<file path="config.mk">
export PLATFORM = sky130hd
export DESIGN_NAME = accum_output_ctrl
export DESIGN_NICKNAME = d
export VERILOG_FILES = /design/src/rtl/accum_output_ctrl.sv
export SDC_FILE = /design/constraint.sdc
export NUM_CORES = 1
export LEC_CHECK = 0
export BUFFER_PORTS_ARGS = -buffer_cell sky130_fd_sc_hd__buf_4
export CAP_MARGIN = 20
export CORE_ASPECT_RATIO = 0.9
export CORE_MARGIN = 5
export CORE_UTILIZATION = 55
export CTS_CLUSTER_SIZE = 12
export DETAILED_ROUTE_END_ITERATION = 7
export GPL_TIMING_DRIVEN = 0
export PLACE_DENSITY = 0.87
export REMOVE_ABC_BUFFERS = 1
export SYNTH_ARGS = -nofsm -noshare
export SYNTH_HDL_FRONTEND = slang
export SYNTH_SLANG_ARGS = --single-unit
</file>
<file path="constraint.sdc">
create_clock -name clk -period 4.3 [get_ports clk]
set_input_delay 0 -clock clk [delete_from_list [all_inputs] [get_ports clk]]
set_output_delay 0 -clock clk [all_outputs]
set_load 0.01 [all_outputs]
</file>
<file path="src/rtl/accum_output_ctrl.sv">
// Multi-pass accumulator output stage: clip, partial-sum feedback, 4-deep FIFO.
// Define ACCUM_OUTPUT_RELU_EN to rectify negative values pushed to the FIFO.
module accum_output_ctrl (
  input  logic               clk,
  input  logic               reset,
  input  logic [13:0]        adder_sum,
  input  logic               sum_valid,
  output logic               sum_ready,
  input  logic [3:0]         num_pass,
  output logic signed [12:0] pre_output,
  output logic signed [12:0] out_data,
  output logic               out_valid,
  input  logic               out_ready,
  output logic [7:0]         sat_cnt
);

  logic [12:0] clip_val;
  logic        clip_sat;
  logic [12:0] push_val;
  logic [3:0]  n_sel;
  logic        last;
  logic        full;
  logic        accept;
  logic        push;
  logic        pop;

  logic [3:0]  n_q, n_d;
  logic [3:0]  pass_cnt_q, pass_cnt_d;
  logic [12:0] pre_q, pre_d;
  logic [7:0]  sat_q, sat_d;

  logic [12:0] mem_q [4];
  logic [1:0]  wr_ptr_q, wr_ptr_d;
  logic [1:0]  rd_ptr_q, rd_ptr_d;
  logic [2:0]  cnt_q, cnt_d;

  always_comb begin
    clip_val = adder_sum[12:0];
    clip_sat = 1'b0;
    unique case (adder_sum[13:12])
      2'b01: begin
        clip_val = 13'h0FFF;
        clip_sat = 1'b1;
      end
      2'b10: begin
        clip_val = 13'h1000;
        clip_sat = 1'b1;
      end
      default: begin
        clip_val = adder_sum[12:0];
        clip_sat = 1'b0;
      end
    endcase
  end

`ifdef ACCUM_OUTPUT_RELU_EN
  assign push_val = clip_val[12] ? 13'h0000 : clip_val;
`else
  assign push_val = clip_val;
`endif

  // At group start the live num_pass decides whether this pass is final.
  always_comb begin
    n_sel = n_q;
    if (pass_cnt_q == 4'd0) begin
      n_sel = (num_pass == 4'd0) ? 4'd1 : num_pass;
    end
  end

  assign last      = (pass_cnt_q == n_sel - 4'd1);
  assign full      = (cnt_q == 3'd4);
  assign sum_ready = !(full && last);
  assign accept    = sum_valid && sum_ready;
  assign push      = accept && last;
  assign out_valid = (cnt_q != 3'd0);
  assign pop       = out_valid && out_ready;

  always_comb begin
    n_d        = n_q;
    pass_cnt_d = pass_cnt_q;
    pre_d      = pre_q;
    if (accept) begin
      if (pass_cnt_q == 4'd0) begin
        n_d = n_sel;
      end
      if (last) begin
        pass_cnt_d = 4'd0;
        pre_d      = 13'h0000;
      end else begin
        pass_cnt_d = pass_cnt_q + 4'd1;
        pre_d      = clip_val;
      end
    end
  end

  always_comb begin
    sat_d = sat_q;
    if (accept && clip_sat && (sat_q != 8'hFF)) begin
      sat_d = sat_q + 8'd1;
    end
  end

  always_comb begin
    wr_ptr_d = wr_ptr_q;
    rd_ptr_d = rd_ptr_q;
    cnt_d    = cnt_q;
    if (push) begin
      wr_ptr_d = wr_ptr_q + 2'd1;
    end
    if (pop) begin
      rd_ptr_d = rd_ptr_q + 2'd1;
    end
    unique case ({push, pop})
      2'b10:   cnt_d = cnt_q + 3'd1;
      2'b01:   cnt_d = cnt_q - 3'd1;
      default: cnt_d = cnt_q;
    endcase
  end

  always_ff @(posedge clk) begin
    if (reset) begin
      n_q        <= 4'd1;
      pass_cnt_q <= 4'd0;
      pre_q      <= 13'h0000;
      sat_q      <= 8'd0;
      wr_ptr_q   <= 2'd0;
      rd_ptr_q   <= 2'd0;
      cnt_q      <= 3'd0;
    end else begin
      n_q        <= n_d;
      pass_cnt_q <= pass_cnt_d;
      pre_q      <= pre_d;
      sat_q      <= sat_d;
      wr_ptr_q   <= wr_ptr_d;
      rd_ptr_q   <= rd_ptr_d;
      cnt_q      <= cnt_d;
    end
  end

  always_ff @(posedge clk) begin
    if (reset) begin
      for (int i = 0; i < 4; i++) begin
        mem_q[i] <= 13'h0000;
      end
    end else if (push) begin
      mem_q[wr_ptr_q] <= push_val;
    end
  end

  assign pre_output = pre_q;
  assign out_data   = out_valid ? mem_q[rd_ptr_q] : 13'h0000;
  assign sat_cnt    = sat_q;

endmodule

</file>
Word level (Yosys, flattened, before mapping)
Memory sizes are Yosys's and may differ from the RTL's. A register that Yosys moved wholly into a read port is not among the register bits.
Cells that the tools add are included.
{"block": "word_totals", "ff_bits": 36, "ram_bits": 52, "input_bits": 22, "output_inout_bits": 36, "wordCells": 54, "n_memories": 1}
{"block": "classes", "addsub": 7, "n_eq_ne": 7, "n_mux": 18, "reduce_logical": 14}
{"name": "mem_q", "depth": 4, "word_bits": 13, "rd": 1, "rd_ports_with_merged_regs": 1, "wr": 4, "line": "32", "text": "logic [12:0] mem_q [4];"}
{"op": "13-bit 2-to-1 mux", "n": 3}
{"op": "13-bit case mux with 2 select lines", "n": 1}
{"op": "13-bit OR reduction", "n": 1}
{"op": "4-bit 2-to-1 mux", "n": 3}
{"op": "8-bit by 1-bit adder with 8-bit output, second input constant", "n": 1}
{"op": "4-bit logical NOT", "n": 2}
{"op": "8-bit inequality test, second input constant", "n": 1}
{"op": "1-bit 2-to-1 mux", "n": 7}
{"op": "1-bit logical AND", "n": 6}
{"op": "2-bit 2-to-1 mux", "n": 3}
{"op": "3-bit case mux with 2 select lines", "n": 1}
{"op": "2-bit by 1-bit adder with 2-bit output, second input constant", "n": 2}
{"op": "4-bit by 1-bit adder with 4-bit output, second input constant", "n": 1}
{"op": "2-bit by 1-bit equality test with 1-bit output, second input constant", "n": 2}
{"op": "2-bit equality test, second input constant", "n": 2}
{"op": "4-bit equality test", "n": 1}
{"op": "4-bit by 1-bit subtractor with 4-bit output, second input constant", "n": 1}
{"op": "3-bit by 1-bit adder with 3-bit output, second input constant", "n": 1}
{"op": "3-bit equality test, second input constant", "n": 1}
{"op": "3-bit nonzero test", "n": 1}
{"op": "3-bit by 1-bit subtractor with 3-bit output, second input constant", "n": 1}
{"op": "2-bit AND reduction", "n": 1}
{"op": "2-bit nonzero test", "n": 1}
{"op": "2-bit OR reduction", "n": 1}
{"op": "1-bit logical NOT", "n": 1}

Logic depth before layout (Yosys ltp)
{"block": "logic_depth", "depth_word": 14, "ltp_mapped": 15, "ltp_nobuf": 15}

Worst setup path before layout
OpenSTA, ideal clock, no wires.
{"block": "synth_path", "path_kind": "register to register", "from": "register pass_cnt_q[0]", "to": "memory mem_q[0][0], enable pin", "setup_time_ns": 0.355, "arrival_ns": 3.084, "required_ns": 3.945, "slack_ns": 0.861, "stages_incl_launch_ff": 11, "n_path_buf": 0, "period_less_slack_ns": 3.439, "path_cell_list": "dfxtp_1 -> inv_1 -> ha_1 -> nor3b_4 -> o32ai_4 -> ha_1 -> xor2_1 -> nand3_1 -> nor4_4 -> or4b_4 -> or2b_1"}
{"item": "from (decl)", "line": "28", "text": "logic [3:0] pass_cnt_q, pass_cnt_d;"}
{"item": "from (signal assigned)", "line": "131", "text": "pass_cnt_q <= pass_cnt_d;"}
{"item": "to (decl)", "line": "32"}

==> flow_summary.toml <==
[logic_synthesis]
syn_avg_cell_area_um2 = 11.49
yosys.area.top_type_share_pct = 37.02
synth_edf_count = 52
ys_top_cells_by_area = "edfxtp_1 (37%), dfxtp_1 (18%), mux4_2 (6.9%)"
synth_common_cells = "nor2_1 (77), edfxtp_1 (52), dfxtp_1 (38)"
ys_ff_latch = 90
netlist_instances = 367
ys_seq_area_share_pct = 55.06
syn-cell-area_mm2 = 0.004218
yosys.area.top_type = "edfxtp_1"
synth_cell_types = 50
yosysWarnings = 0
synth_ff_type = "edfxtp_1"
synth.most_common_cell = "nor2_1"
ys_async_sr_fraction_pct = 0

[flow_run]
max-cap-violations = 0

[floorplan]
num_io_pins = 58
start_util_pct = 56.18
die-height_um = 93.08
fp-row-count = 30
die_area_mm2 = 0.009523
core_area_mm2 = 0.007507
die_w_um = 102.3

[routing]
avgRoutedWirePerCell_um = 17.25
postRouteAntennaNets = 0
drc = 0
vias_per_cell = 5.833
via_count = 3039
drt-pass1-iter-count = 5
drt_iter0_drc = 203
drt_wl_total_mm = 8.987

[worst_setup_path]
cp_max_fo = 15
startpoint = "pass_cnt_q[0]"
endpoint_kind = "flop"
arrival_ns = 3.99
start_kind = "flop"
cpMaxStageDelayCell = "nand3_1"
crit_required_ns = 4.32
crit_type = "reg2reg"
r2r_cells = 10
reg2reg_from = "pass_cnt_q[0]"
cp_slowest_stage_delay_ns = 0.60
path_cells = "inv_1 > ha_1 > nor3b_4 > mux2i_1 > ha_1 > xor2_1 > nand3_1 > nor4_4 > nand3_1 > nand2b_2"

[timing]
worst_pin_slew_ns = 0.8781
fmax_mhz = 251.8
setup_ws_ns = 0.3289
fin_skew_ns = 0.01054
rsz0062_at_grt = "no"
slew_violations = 0
min_period_ns = 3.971
setup-tns-final_ns = 0
final.period_utilization_pct = 92.35
setup_violations = 0
relSlewSlack_pct = 41.38
final-hold-violation-count = 0

[power_and_ir_drop]
totalPowerFinal_w = 0.002187
ir_drop_uv = 223.8
p_leak_nw = 1.865
power_density_mw_per_mm2 = 441.8

[clock_tree]
cts_buffers = 9
clk_latency_ns = 0.36
clockBufferDepth = 2
clkSlewWorstSetupHoldPaths_ns = 0.09
clkSinkCount = 90
cts_tree = "done"
h-tree-depth = 3
root_buffer = "clkbuf_8"
cts_setup_buffers = 0

[grt]
overflow = 0
grt_pass1_vias = 3008
grt_max_degree = 36
grt_pass1_wl_mm = 14.90
grt.total_usage_pct = 20.10
antenna_found_initial = 0

[layout]
num_antenna_cells = 0
layout-area-overhead-vs-synth_pct = 17.35
drive_gt1_share_pct = 24.47
nets = 450

[min_path]
hp-start = "reset"
hold-path-cell-count = 2
holdCritPathClass = "in2reg"

[status]
status = "finished, final reports clean"

[placed_design]
dp_slack_ns = 0.08721
place_hpwl_mm = 6.124
gp_congestion = 0.8514
port_buffers = 57
[through the flow]
step	hold slack (ns)	cells	cell area, µm²	utilization [%]
after floorplan	0.06907	346	4110	-
after global placement	0.2949	499	4658	62.05
after detailed placement	0.2973	500	4673	62.25
after CTS	0.02396	520	4937	65.77
after global routing	0.03844	521	4950	65.93
final	0.02435	521	4950	65.93
[report_power, final]
group / total (W) / internal (W) / switching, W
logic: 0.000508 / 0.000245 / 0.000263
clock network: 0.000642 / 0.000333 / 0.000308
registers: 0.00104 / 0.000972 / 0.0000643
total: 0.00219 / 0.00155 / 0.000636
[critical path, delay by kind of cell (launching register included)]
family	cells	cell delay (ns)
adders and majority gates	2	0.55
and+or+nand+nor	5	2.12
buffers and inverters	1	0.13
xor gates and xnor gates	1	0.22
DFF	1	0.36
muxes	1	0.26
[flip-flops by register name, summed over array words and instances (netlist names), named ones only]
register and flops:
n_q 4, rd_ptr_q 2, sat_cnt 8, pre_output 13
wr_ptr_q 2, mem_q 52, cnt_q 3, pass_cnt_q 4
[per-layer routing]
metal	part of all wire, %	global-route usage [%]
met5	0	0
met4	1.6	6.667
met3	6.1	4.251
met2	52	33.39
met1	41	26.19
[final timing paths]
| path | to | slack [ns] |
|---|---|---|
| max reg2reg | mem_q[1][3] | 0.33 |
| max | mem_q[1][3] | 0.33 |
| min | cnt_q[0] | 0.02 |
| min reg2reg | pre_output[9] | 0.50 |
[logic make-up after synthesis]
| kind of cell | count (synthesis) | share of synthesized area, % |
|---|---|---|
| AO/OA/AOI/OAI | 59 | 9.612 |
| XOR/XNOR | 10 | 2.254 |
| buffers and inverters | 32 | 3.530 |
| multiplexers | 18 | 8.187 |
| adder cells (fa/ha/maj) | 8 | 2.551 |
| AND/OR/NAND/NOR | 150 | 18.81 |
| flip-flops | 90 | 55.06 |
[layout by cell type (no fill, tap or decap), drive strengths merged, types with 3 or more instances in the layout]
cell,Yosys,final
nor2,77,77
buf,10,58
edfxtp,52,52
dfxtp,38,38
a21oi,24,24
and2,15,15
a211oi,14,14
inv,11,14
mux4,13,13
clkbuf,11,10
nand3,9,9
o21ai,8,8
nand2,7,7
ha,7,7
or3,5,5
nor3,5,5
nor2b,5,5
xor2,5,5
xnor2,5,5
nand2b,5,5
or4,4,4
dlygate4sd3,0,4
or2b,4,4
mux2i,3,3
nand4b,3,3
o31ai,3,3
[area by class of cell]
cell class	count	area, µm²
Timing Repair Buffer	63	490.5
Sequential cell	90	2322
Clock buffer	9	123.9
Clock inverter	7	100.1
Multi-Input combinational cell	245	1752
Inverter	11	41.29
Tap cell	96	120.1
Fill cell	566	2557
[timing repair]
item,in CTS,in global routing
hold buffers,4,0
resized for setup,0,3
hold endpoints to repair,4,0
setup endpoints to repair,0,39
No activity file was read; power rests on OpenSTA's default activity.
